`src/rtl/niu_sii_req_arb.sv`:
```
// NIU->SII inbound request arbiter: round-robin, credit-gated sharing of the SII request port.
// Optional per-lane data parity is generated when NIU_SII_ARB_PARITY_EN is defined.
module niu_sii_req_arb #(
  parameter int unsigned NREQ       = 4,
  parameter int unsigned OQ_CREDITS = 16,
  parameter int unsigned BQ_CREDITS = 16
) (
  input  logic                iol2clk,
  input  logic                rst_l,
  input  logic [NREQ-1:0]     req_vld,
  input  logic [NREQ-1:0]     req_wr,
  input  logic [NREQ-1:0]     req_bypass,
  input  logic [NREQ*128-1:0] req_hdr,
  input  logic [NREQ*16-1:0]  req_be,
  input  logic [NREQ*128-1:0] req_data,
  output logic [NREQ-1:0]     gnt,
  output logic [NREQ-1:0]     data_beat,
  input  logic                sii_niu_oqdq,
  input  logic                sii_niu_bqdq,
  output logic                niu_sii_hdr_vld,
  output logic                niu_sii_reqbypass,
  output logic                niu_sii_datareq,
  output logic                niu_sii_datareq16,
  output logic [127:0]        niu_sii_data,
  output logic [7:0]          niu_sii_parity,
  output logic [15:0]         niu_sii_be,
  output logic                credit_err
);

  localparam int unsigned DW   = 128;
  localparam int unsigned BEW  = 16;
  localparam int unsigned PARW = 8;
  localparam int unsigned PW   = (NREQ > 1) ? $clog2(NREQ) : 1;
  localparam int unsigned OQW  = $clog2(OQ_CREDITS + 1);
  localparam int unsigned BQW  = $clog2(BQ_CREDITS + 1);
  localparam logic [OQW-1:0] OQ_MAX = OQW'(OQ_CREDITS);
  localparam logic [BQW-1:0] BQ_MAX = BQW'(BQ_CREDITS);

  typedef enum logic [1:0] {ST_IDLE, ST_HDR, ST_PAY} state_e;

  state_e          state_q, state_d;
  logic [1:0]      bc_q, bc_d;
  logic [PW-1:0]   cur_q, cur_d;
  logic            cur_wr_q, cur_wr_d;
  logic [PW-1:0]   rr_q, rr_d;
  logic [OQW-1:0]  oq_cred_q, oq_cred_d;
  logic [BQW-1:0]  bq_cred_q, bq_cred_d;
  logic            err_q, err_d;
  logic [NREQ-1:0] gnt_q, gnt_d;
  logic [NREQ-1:0] beat_q, beat_d;
  logic            hdr_vld_q, hdr_vld_d;
  logic            byp_q, byp_d;
  logic            dreq_q, dreq_d;
  logic [DW-1:0]   data_q, data_d;
  logic [BEW-1:0]  be_q, be_d;

  logic [DW-1:0]   hdr_a [NREQ];
  logic [DW-1:0]   dat_a [NREQ];
  logic [BEW-1:0]  be_a  [NREQ];
  logic [NREQ-1:0] elig;
  logic            win_found;
  logic [PW-1:0]   win_idx;
  logic [PW-1:0]   scan_idx;
  logic            arb_slot;
  logic            issue_oq, issue_bq;
  logic            oq_ovf, bq_ovf;

  for (genvar g = 0; g < NREQ; g++) begin : g_slice
    assign hdr_a[g] = req_hdr[g*DW +: DW];
    assign dat_a[g] = req_data[g*DW +: DW];
    assign be_a[g]  = req_be[g*BEW +: BEW];
  end

  // A requester is eligible only if its target queue still has a credit.
  assign elig = req_vld & ((req_bypass & {NREQ{bq_cred_q != '0}}) |
                           (~req_bypass & {NREQ{oq_cred_q != '0}}));

  // Round-robin search starting at rr_q.
  always_comb begin
    win_found = 1'b0;
    win_idx   = '0;
    scan_idx  = '0;
    for (int unsigned k = 0; k < NREQ; k++) begin
      scan_idx = PW'((32'(rr_q) + k) % NREQ);
      if (!win_found && elig[scan_idx]) begin
        win_found = 1'b1;
        win_idx   = scan_idx;
      end
    end
  end

  // Next-state and registered-output values.
  always_comb begin
    state_d   = state_q;
    bc_d      = bc_q;
    cur_d     = cur_q;
    cur_wr_d  = cur_wr_q;
    rr_d      = rr_q;
    gnt_d     = '0;
    beat_d    = '0;
    hdr_vld_d = 1'b0;
    byp_d     = 1'b0;
    dreq_d    = 1'b0;
    data_d    = '0;
    be_d      = '0;
    issue_oq  = 1'b0;
    issue_bq  = 1'b0;
    arb_slot  = 1'b0;
    case (state_q)
      ST_IDLE: arb_slot = 1'b1;
      ST_HDR: begin
        if (cur_wr_q) begin
          state_d        = ST_PAY;
          bc_d           = 2'd0;
          data_d         = dat_a[cur_q];
          beat_d[cur_q]  = 1'b1;
        end else begin
          arb_slot = 1'b1;
        end
      end
      ST_PAY: begin
        if (bc_q == 2'd3) begin
          arb_slot = 1'b1;
        end else begin
          bc_d          = bc_q + 2'd1;
          data_d        = dat_a[cur_q];
          beat_d[cur_q] = (bc_q != 2'd2);
        end
      end
      default: state_d = ST_IDLE;
    endcase
    if (arb_slot) begin
      if (win_found) begin
        state_d          = ST_HDR;
        cur_d            = win_idx;
        cur_wr_d         = req_wr[win_idx];
        rr_d             = PW'((32'(win_idx) + 32'd1) % NREQ);
        gnt_d[win_idx]   = 1'b1;
        beat_d[win_idx]  = req_wr[win_idx];
        hdr_vld_d        = 1'b1;
        byp_d            = req_bypass[win_idx];
        dreq_d           = req_wr[win_idx];
        data_d           = hdr_a[win_idx];
        be_d             = req_wr[win_idx] ? be_a[win_idx] : '0;
        issue_bq         = req_bypass[win_idx];
        issue_oq         = !req_bypass[win_idx];
      end else begin
        state_d = ST_IDLE;
      end
    end
  end

  // Credit accounting; a simultaneous issue and return cancel out.
  always_comb begin
    oq_cred_d = oq_cred_q;
    bq_cred_d = bq_cred_q;
    oq_ovf    = 1'b0;
    bq_ovf    = 1'b0;
    case ({issue_oq, sii_niu_oqdq})
      2'b10:   oq_cred_d = oq_cred_q - OQW'(1);
      2'b01: begin
        if (oq_cred_q == OQ_MAX) oq_ovf = 1'b1;
        else                     oq_cred_d = oq_cred_q + OQW'(1);
      end
      default: oq_cred_d = oq_cred_q;
    endcase
    case ({issue_bq, sii_niu_bqdq})
      2'b10:   bq_cred_d = bq_cred_q - BQW'(1);
      2'b01: begin
        if (bq_cred_q == BQ_MAX) bq_ovf = 1'b1;
        else                     bq_cred_d = bq_cred_q + BQW'(1);
      end
      default: bq_cred_d = bq_cred_q;
    endcase
    err_d = err_q | oq_ovf | bq_ovf;
  end

  always_ff @(posedge iol2clk) begin
    if (!rst_l) begin
      state_q   <= ST_IDLE;
      bc_q      <= '0;
      cur_q     <= '0;
      cur_wr_q  <= 1'b0;
      rr_q      <= '0;
      oq_cred_q <= OQ_MAX;
      bq_cred_q <= BQ_MAX;
      err_q     <= 1'b0;
      gnt_q     <= '0;
      beat_q    <= '0;
      hdr_vld_q <= 1'b0;
      byp_q     <= 1'b0;
      dreq_q    <= 1'b0;
      data_q    <= '0;
      be_q      <= '0;
    end else begin
      state_q   <= state_d;
      bc_q      <= bc_d;
      cur_q     <= cur_d;
      cur_wr_q  <= cur_wr_d;
      rr_q      <= rr_d;
      oq_cred_q <= oq_cred_d;
      bq_cred_q <= bq_cred_d;
      err_q     <= err_d;
      gnt_q     <= gnt_d;
      beat_q    <= beat_d;
      hdr_vld_q <= hdr_vld_d;
      byp_q     <= byp_d;
      dreq_q    <= dreq_d;
      data_q    <= data_d;
      be_q      <= be_d;
    end
  end

`ifdef NIU_SII_ARB_PARITY_EN
  logic [PARW-1:0] par_d, par_q;

  for (genvar p = 0; p < PARW; p++) begin : g_par
    assign par_d[p] = ^data_d[p*16 +: 16];
  end

  always_ff @(posedge iol2clk) begin
    if (!rst_l) par_q <= '0;
    else        par_q <= par_d;
  end

  assign niu_sii_parity = par_q;
`else
  assign niu_sii_parity = '0;
`endif

  assign gnt               = gnt_q;
  assign data_beat         = beat_q;
  assign niu_sii_hdr_vld   = hdr_vld_q;
  assign niu_sii_reqbypass = byp_q;
  assign niu_sii_datareq   = dreq_q;
  assign niu_sii_datareq16 = 1'b0;
  assign niu_sii_data      = data_q;
  assign niu_sii_be        = be_q;
  assign credit_err        = err_q;

endmodule
```
`config.mk`:
```
export PLATFORM = sky130hd
export DESIGN_NAME = niu_sii_req_arb
export DESIGN_NICKNAME = d
export VERILOG_FILES = /design/src/rtl/niu_sii_req_arb.sv
export SDC_FILE = /design/constraint.sdc
export NUM_CORES = 1
export LEC_CHECK = 0
export CORE_AREA = 8 8 491 493
export CTS_CLUSTER_DIAMETER = 50
export DETAILED_ROUTE_END_ITERATION = 8
export DIE_AREA = 0 0 499 501
export GPL_TIMING_DRIVEN = 0
export SLEW_MARGIN = 40
export SYNTH_ARGS = -nofsm -noshare
export SYNTH_HDL_FRONTEND = slang
export SYNTH_SLANG_ARGS = --single-unit
export TNS_END_PERCENT = 5
```
`constraint.sdc`:
```
create_clock -name iol2clk -period 4.2 [get_ports iol2clk]
set_input_delay 0.63 -clock iol2clk [delete_from_list [all_inputs] [get_ports iol2clk]]
set_output_delay 0.63 -clock iol2clk [all_outputs]
set_load 0.02 [all_outputs]
```
==> metrics.csv, run 1 <==
stage,metric,value,unit
drt,vias,22400,
critical_path,start_kind,flip-flop,
synth,synth.distinct_cells,55,
synth,synth_cells,1793,
grt,grt_pass1_wl,296,mm
grt,antenna_found_initial,204,
clock_tree,ctsRootBufferMaster,clkbuf_16,
synth,yosys_most_used_dff,dfxtp_1,
clock_tree,clk_pin_slew_worst_paths,0.11,ns
cells_and_area,final_area,32200,sq um
pwr,irDropWorstVdd,0.378,mV
critical_path,critPathMaxFanout,10,
floorplanning,die_h,501,microns
floorplanning,ios,1269,
timing,worstMarginPinSlew,0.932,ns
critical_path,worstRegToRegCells,10,
timing,fmax,241,MHz
critical_path,crit_start,bq_cred_q[1]$_SDFFE_PN0P_,
synth,ys_top_cells_by_area,"dfxtp_1, mux4_2, nand2_1, nand3_1, a32oi_1",
floorplanning,dieWidth,499,microns
timing,hold_viol,0,
timing,slew_headroom,37.9,%
cells_and_area,drive_above_1_share,11.2,%
drt,ant_nets,0,
timing,clock_skew,0.0406,ns
drt,routed_wirelength,248,mm
floorplanning,die_area,250000,sq um
clock_tree,cts_made_buffers,17,
drt,drc_errors,0,
timing,maxSlewViolCount,0,
floorplanning,rows,178,
drt,drt-initial-drc-count,2113,
run_status,status,"complete, no violations",
critical_path,crit_required,4.68,ns
placement,port_buffers,1259,
pwr,p_leak,11.0,nW
cells_and_area,stdcell_count,6220,
grt,grt_usage,18.9,%
grt,grt_pass1_vias,22700,
flow_run,maxCapViolations,0,
synth,synth_top_area_share,24.7,%
grt,grt_max_degree,21,
clock_tree,cts_tree,yes,
critical_path,cpMaxStageDelayCell,or4_4,
synth,yosysWarnings,0,
placement,post-place-cells,6139,
floorplanning,start_util,6.07,%
worst_hold_path,hold_path.class,reg2reg,
critical_path,cp.arrival,4.64,ns
pwr,powerDensity,625,nW/um^2
clock_tree,clock_path_buffers,2,
critical_path,r2r_start,bq_cred_q[1]$_SDFFE_PN0P_,
critical_path,worstSetupEndpointType,flip-flop,
worst_hold_path,holdPathStages,2,
synth,synthArstFlopShare,0,%
clock_tree,clock_latency,0.60,ns
synth,syn_area,14200,sq um
drt,wl_per_cell,39.9,microns
synth,avgSynthCellArea,7.91,sq um
synth,seq_area_frac_synth,24.7,%
cells_and_area,areaGrowthSynthToFinish,127,%
timing,setup_viol,0,
timing,hold_ws,0.545,ns
drt,via_per_inst,3.60,
placement,placed_cell_area,31100,sq um
critical_path,slowest_delay,0.62,ns
synth,synth_top_cell_by_area,dfxtp_1,
critical_path,cp_cell_sequence,or4_4 -> o221ai_2 -> nand2_1 -> o31a_1 -> nor2_2 -> clkbuf_4 -> buf_12 -> clkbuf_1 -> a32oi_1 -> nor2b_1,
synth,synth_most_common_cell,nand2_1,
grt,grt-ovfl-total,0,
critical_path,crit_type,reg2reg,
synth,synth_enable_flop_cells,0,
worst_hold_path,hold_start,cur_wr_q$_SDFFE_PN0P_,
clock_tree,clock-sinks,175,
timing,period_needed,4.15,ns
drt,drt_pass1_iterations,5,
floorplanning,core-area,234000,sq um
placement,gp_congestion,0.977,
timing,period_share,98.9,%
synth,ys_ff_latch,175,
timing,rsz0062_at_grt,true,
cells_and_area,postLayoutCoreUtil,13.8,%
clock_tree,h-tree-depth,4,
synth,synth_common_cells,"nand2_1, nand3_1, dfxtp_1",
cells_and_area,fin_nets,4224,
placement,hpwl,224,mm
[worst paths after layout]
path / endpoint / slack (ns)
setup / recovery: niu_sii_data[127]$_SDFF_PN0_ / 0.05
hold / removal: state_q[1]$_SDFFE_PN0P_ / 0.55
setup reg to reg: niu_sii_data[127]$_SDFF_PN0_ / 0.05
hold reg to reg: state_q[1]$_SDFFE_PN0P_ / 0.55
[report_power, final]
group          total, mW  switching [mW]  internal (mW)
clock               2.01            1.19          0.813
combinational       15.5            10.4           5.11
sequential          2.57           0.323           2.25
[cell usage in the layout (no fill, tap or decap), types with 6 or more instances in the layout]
| cell type | n |
|---|---|
| buf_1 | 18 |
| clkbuf_4 | 13 |
| nand2_1 | 598 |
| clkinv_8 | 6 |
| a21o_1 | 7 |
| conb_1 | 9 |
| buf_2 | 25 |
| and3_1 | 23 |
| clkbuf_16 | 17 |
| clkbuf_2 | 45 |
| buf_4 | 21 |
| nand3_2 | 8 |
| ha_1 | 16 |
| a32oi_2 | 15 |
| buf_12 | 7 |
| nor2b_1 | 134 |
| a311oi_1 | 7 |
| a311oi_2 | 9 |
| a21oi_1 | 14 |
| nand3_1 | 249 |
| inv_1 | 14 |
| dfxtp_1 | 174 |
| a32oi_1 | 110 |
| clkdlybuf4s50_1 | 1257 |
| diode_2 | 45 |
| nand2b_1 | 7 |
| mux2i_1 | 13 |
| mux4_2 | 128 |
| clkbuf_1 | 70 |
[worst max-delay path, delay by kind of cell (launching register included)]
family                 cells  cell delay (ns)
AND/OR/NAND/NOR            4             1.39
buffers and inverters      3             1.08
flip-flops                 1             0.41
AO/OA/AOI/OAI              3             1.07
[kinds of logic after synthesis]
group / synth area share (%)
flops: 24.7
compound gates: 12.1
buf+inv: 5.80
simple gates: 33.6
other cells: 0.0265
fa+ha+maj: 1.69
mux: 21.8
xor+xnor: 0.247
[flip-flops by register name (all words and copies together), names as in the netlist]
| signal | count |
|---|---|
| niu_sii_data | 128 |
| cur_q | 2 |
| niu_sii_datareq | 1 |
| data_beat | 4 |
| credit_err | 1 |
| niu_sii_reqbypass | 1 |
| bq_cred_q | 5 |
| niu_sii_be | 16 |
| cur_wr_q | 1 |
| rr_q | 2 |
| bc_q | 2 |
| gnt | 4 |
| state_q | 2 |
| niu_sii_hdr_vld | 1 |
| oq_cred_q | 5 |
[timing repair]
| action | in CTS | in global routing |
|---|---|---|
| pin swaps | 2 | 3 |
| resized for setup | 56 | 16 |
| setup buffers | 0 | 4 |
| setup endpoints to repair | 118 | 43 |
| hold buffers | 0 | 0 |
[per-layer routing]
layer	GRT usage, %	vias to the layer above	routed length (microns)	part of all wire (%)
met5	0	-	653	0.26
met4	6.73	102	9190	3.7
met3	7.76	413	24700	10
met2	30.9	1810	114000	46
met1	22.2	10900	99400	40
li1	-	9127	-	-
[through the flow]
stage | setup TNS [ns] | power [mW] | worst slack [ns]
after floorplan | 0 | 8.72 | 0.608
after global placement | -380.37 | 17.7 | -3.79
after detailed placement | -75.19 | 17.9 | -1.65
after CTS | -0.127 | 20.3 | -0.0862
after global routing | -0.368 | 21.0 | -0.0749
final | 0 | 20.1 | 0.0468
[layout make-up]
type / count / area (sq um)
multi-input combinational: 1427 / 10200
sequential: 175 / 3500
clock buffer: 17 / 425
tap: 3060 / 3830
buffer: 183 / 898
timing repair buffer: 1282 / 12900
antenna: 45 / 113
inverter: 16 / 60.1
fill: 26800 / 201000
clock inverter: 15 / 188
No activity file was read; power rests on OpenSTA's default activity.
==> run 2, diff against run 1 <==
Settings changed: CORE_AREA 8 8 491 493 to 8 8 484 486, CTS_BUF_LIST set to sky130_fd_sc_hd__clkbuf_8, DIE_AREA 0 0 499 501 to 0 0 492 494.
==> run 2 against run 1 <==
The flow now finishes with violations (setup timing). Flip-flop and latch count unchanged. Sequential power about the same. Largest cell class unchanged. Total power down 2.9%. Clock-buffer cell count up 1. Critical path type unchanged.
==> metrics.csv, run 2 (synthesis gave the netlist of run 1 again) <==
stage,metric,value,unit,change
timing,period_share,100,%,+1.4 points
drt,wl_per_cell,39.8,microns,-0.18%
pwr,p_int,7.75,mW,-5.2%
pwr,p_switching,11.8,mW,-1.4%
critical_path,worstReg2RegEnd,niu_sii_data[111]$_SDFF_PN0_,,
timing,slew_headroom,38.3,%,+0.46 points
floorplanning,dieWidth,492,microns,-1.4%
timing,maxSlewViolCount,0,,unchanged
cells_and_area,final_common_cell,clkdlybuf4s50_1,,
critical_path,worstRegToRegCells,11,,+1
placement,gp_congestion,0.958,,-2.0%
pwr,pwr-share-comb,78.9,%,+1.7 points
flow_run,maxCapViolations,0,,unchanged
critical_path,r2r_start,bq_cred_q[0]$_SDFFE_PN0P_,,
grt,grt_pass1_vias,22800,,+0.37%
placement,placed_cell_area,31000,sq um,-0.36%
worst_hold_path,hold_start,req_be[28],,
critical_path,critPathMaxFanout,11,,+1
pwr,p_clk_share,8.0,%,-2.0 points
timing,hold_viol,0,,unchanged
timing,fmax,237,MHz,-1.4%
critical_path,start_kind,flip-flop,,
pwr,pwr-share-seq,13.0,%,+0.2 points
drt,ant_nets,0,,unchanged
drt,routed_wirelength,245,mm,-1.0%
floorplanning,rows,175,,-1.7%
pwr,power.total,19.5,mW,-2.9%
critical_path,crit_required,4.70,ns,+0.02 ns
critical_path,r2r_slack,-0.01,ns,-0.06 ns
grt,grt-ovfl-total,0,,unchanged
pwr,switching_share,60.3,%,+0.93 points
clock_tree,cts_hold_buf,0,,unchanged
pwr,p_leak,10.9,nW,-1.2%
floorplanning,die_h,494,microns,-1.4%
run_status,violations,setup timing,,
drt,drc_errors,0,,unchanged
cells_and_area,mostFrequentLayoutCells,"clkdlybuf4s50_1, nand2_1, nand3_1",,
timing,period_needed,4.21,ns,+0.0583 ns
critical_path,worstSetupEndpointType,flip-flop,,
timing,clock_skew,0.0445,ns,+0.00388 ns
grt,grt_pass1_wl,293,mm,-0.91%
clock_tree,cts_made_buffers,17,,unchanged
drt,via_per_inst,3.62,,+0.77%
worst_hold_path,hold_path.class,in2reg,,
cells_and_area,stdcell_count,6169,,-0.82%
grt,grt_max_degree,20,,-4.8%
timing,rsz0062_at_grt,true,,
floorplanning,core-area,226000,sq um,-3.1%
clock_tree,clock_latency,0.72,ns,+0.12 ns
timing,setup_viol,1,,+1
clock_tree,clk_pin_slew_worst_paths,0.15,ns,+0.04 ns
run_status,status,"complete, but fails checks",,
floorplanning,ios,1269,,unchanged
grt,grt_usage,19.2,%,+0.35 points
placement,hpwl,221,mm,-1.2%
cells_and_area,fin_nets,4219,,-0.12%
worst_hold_path,holdPathStages,3,,+1
grt,antenna_found_initial,195,,-4.4%
drt,drt-initial-drc-count,2027,,-4.1%
clock_tree,clock-sinks,175,,unchanged
clock_tree,ctsRootBufferMaster,clkbuf_8,,
floorplanning,die_area,243000,sq um,-2.8%
clock_tree,h-tree-depth,4,,unchanged
drt,vias,22400,,-0.054%
clock_tree,clock_path_buffers,2,,unchanged
timing,hold_ws,0.506,ns,-0.0393 ns
critical_path,cp.arrival,4.71,ns,+0.07 ns
cells_and_area,largest_register_ffs,128,,unchanged
placement,port_buffers,1259,,unchanged
floorplanning,start_util,6.26,%,+0.19 points
critical_path,crit_type,reg2reg,,
worst_hold_path,hold_end,niu_sii_be[12]$_SDFF_PN0_,,
placement,post-place-cells,6083,,-0.91%
timing,worst_slack,-0.0115,ns,-0.0583 ns
drt,drt_pass1_iterations,7,,+2
timing,finalSetupTns,-0.0115,ns,-0.0115 ns
cells_and_area,final_area,31800,sq um,-1.2%
clock_tree,cts_tree,yes,,
pwr,powerDensity,614,nW/um^2,-1.7%
timing,worstMarginPinSlew,0.925,ns,-0.00686 ns
cells_and_area,drive_above_1_share,10.7,%,-0.53 points
cells_and_area,areaGrowthSynthToFinish,124,%,
pwr,irDropWorstVdd,0.287,mV,-24%
==> run 2: changes by cell type in the layout (fill, tap and decap cells not counted), moves of 3 or more <==
cell | previous run | this run
clkbuf_16 | 17 | 0
a32oi_1 | 110 | 120
diode_2 | 45 | 50
clkinv_8 | 6 | 3
a32oi_2 | 15 | 8
buf_2 | 25 | 21
a32oi_4 | 3 | 0
clkbuf_8 | 1 | 18
==> run 2: worst max-delay path: stages, from the launching register on <==
cell      delay, ns
dfxtp_2        0.40
or4_4          0.63
o221a_2        0.38
a21oi_1        0.18
o221ai_2       0.16
inv_2          0.11
buf_12         0.11
buf_4          0.33
clkbuf_2       0.50
nand3_1        0.16
a32oi_1        0.70
nor2b_1        0.30
==> run 2: how the worst max path moves through the flow <==
stage                                         start                           end  cells after the start
after detailed placement              req_bypass[1]  niu_sii_data[109]$_SDFF_PN0_                     11
after floorplan                       req_bypass[0]     oq_cred_q[4]$_SDFFE_PN1P_                     14
after global placement                req_bypass[0]  niu_sii_data[106]$_SDFF_PN0_                     11
after CTS                 bq_cred_q[0]$_SDFFE_PN0P_     bq_cred_q[4]$_SDFFE_PN1P_                     14
after global routing      bq_cred_q[0]$_SDFFE_PN0P_     bq_cred_q[4]$_SDFFE_PN1P_                     15
final                     bq_cred_q[0]$_SDFFE_PN0P_  niu_sii_data[111]$_SDFF_PN0_                     11
==> run 2: metrics by stage <==
step	util (%)	worst slack, ns
detailed placement	13.7	-0.963
global placement	13.5	-3.33
floorplan	-	0.608
finish	14.0	-0.0115
global route	14.0	-0.122
CTS	13.9	-0.0727
==> run 2: layout make-up <==
cell class / instances / area (sq um)
Clock inverter: 14 / 161
Buffer: 183 / 891
Antenna cell: 50 / 125
Multi-Input combinational cell: 1427 / 10100
Fill cell: 26000 / 195000
Clock buffer: 18 / 248
Inverter: 16 / 60.1
Timing Repair Buffer: 1277 / 12900
Sequential cell: 175 / 3510
Tap cell: 3009 / 3760
==> run 2: power by group through the flow <==
| stage | combinational, mW | sequential [mW] | clock, mW |
|---|---|---|---|
| CTS | 15.5 | 2.56 | 1.70 |
| global route | 16.1 | 2.61 | 1.72 |
| global placement | 15.1 | 2.58 | 0 |
| floorplan | 5.59 | 3.13 | 0 |
| detailed placement | 15.3 | 2.58 | 0 |
| finish | 15.4 | 2.54 | 1.57 |
==> run 2: routing by layer <==
layer | track usage (%) | vias to the layer above | routed length, microns
met4 | 7.74 | 110 | 10700
met5 | 0 | - | 720
met3 | 7.81 | 421 | 24400
met2 | 31.0 | 1753 | 111000
li1 | - | 9125 | -
met1 | 22.7 | 10900 | 98900
==> run 2: timing repair <==
action                     4_1_cts  5_1_grt
gates resized for setup         48       10
pin swaps                        1        2
buffers inserted                 0        4
setup endpoints to repair       80       14
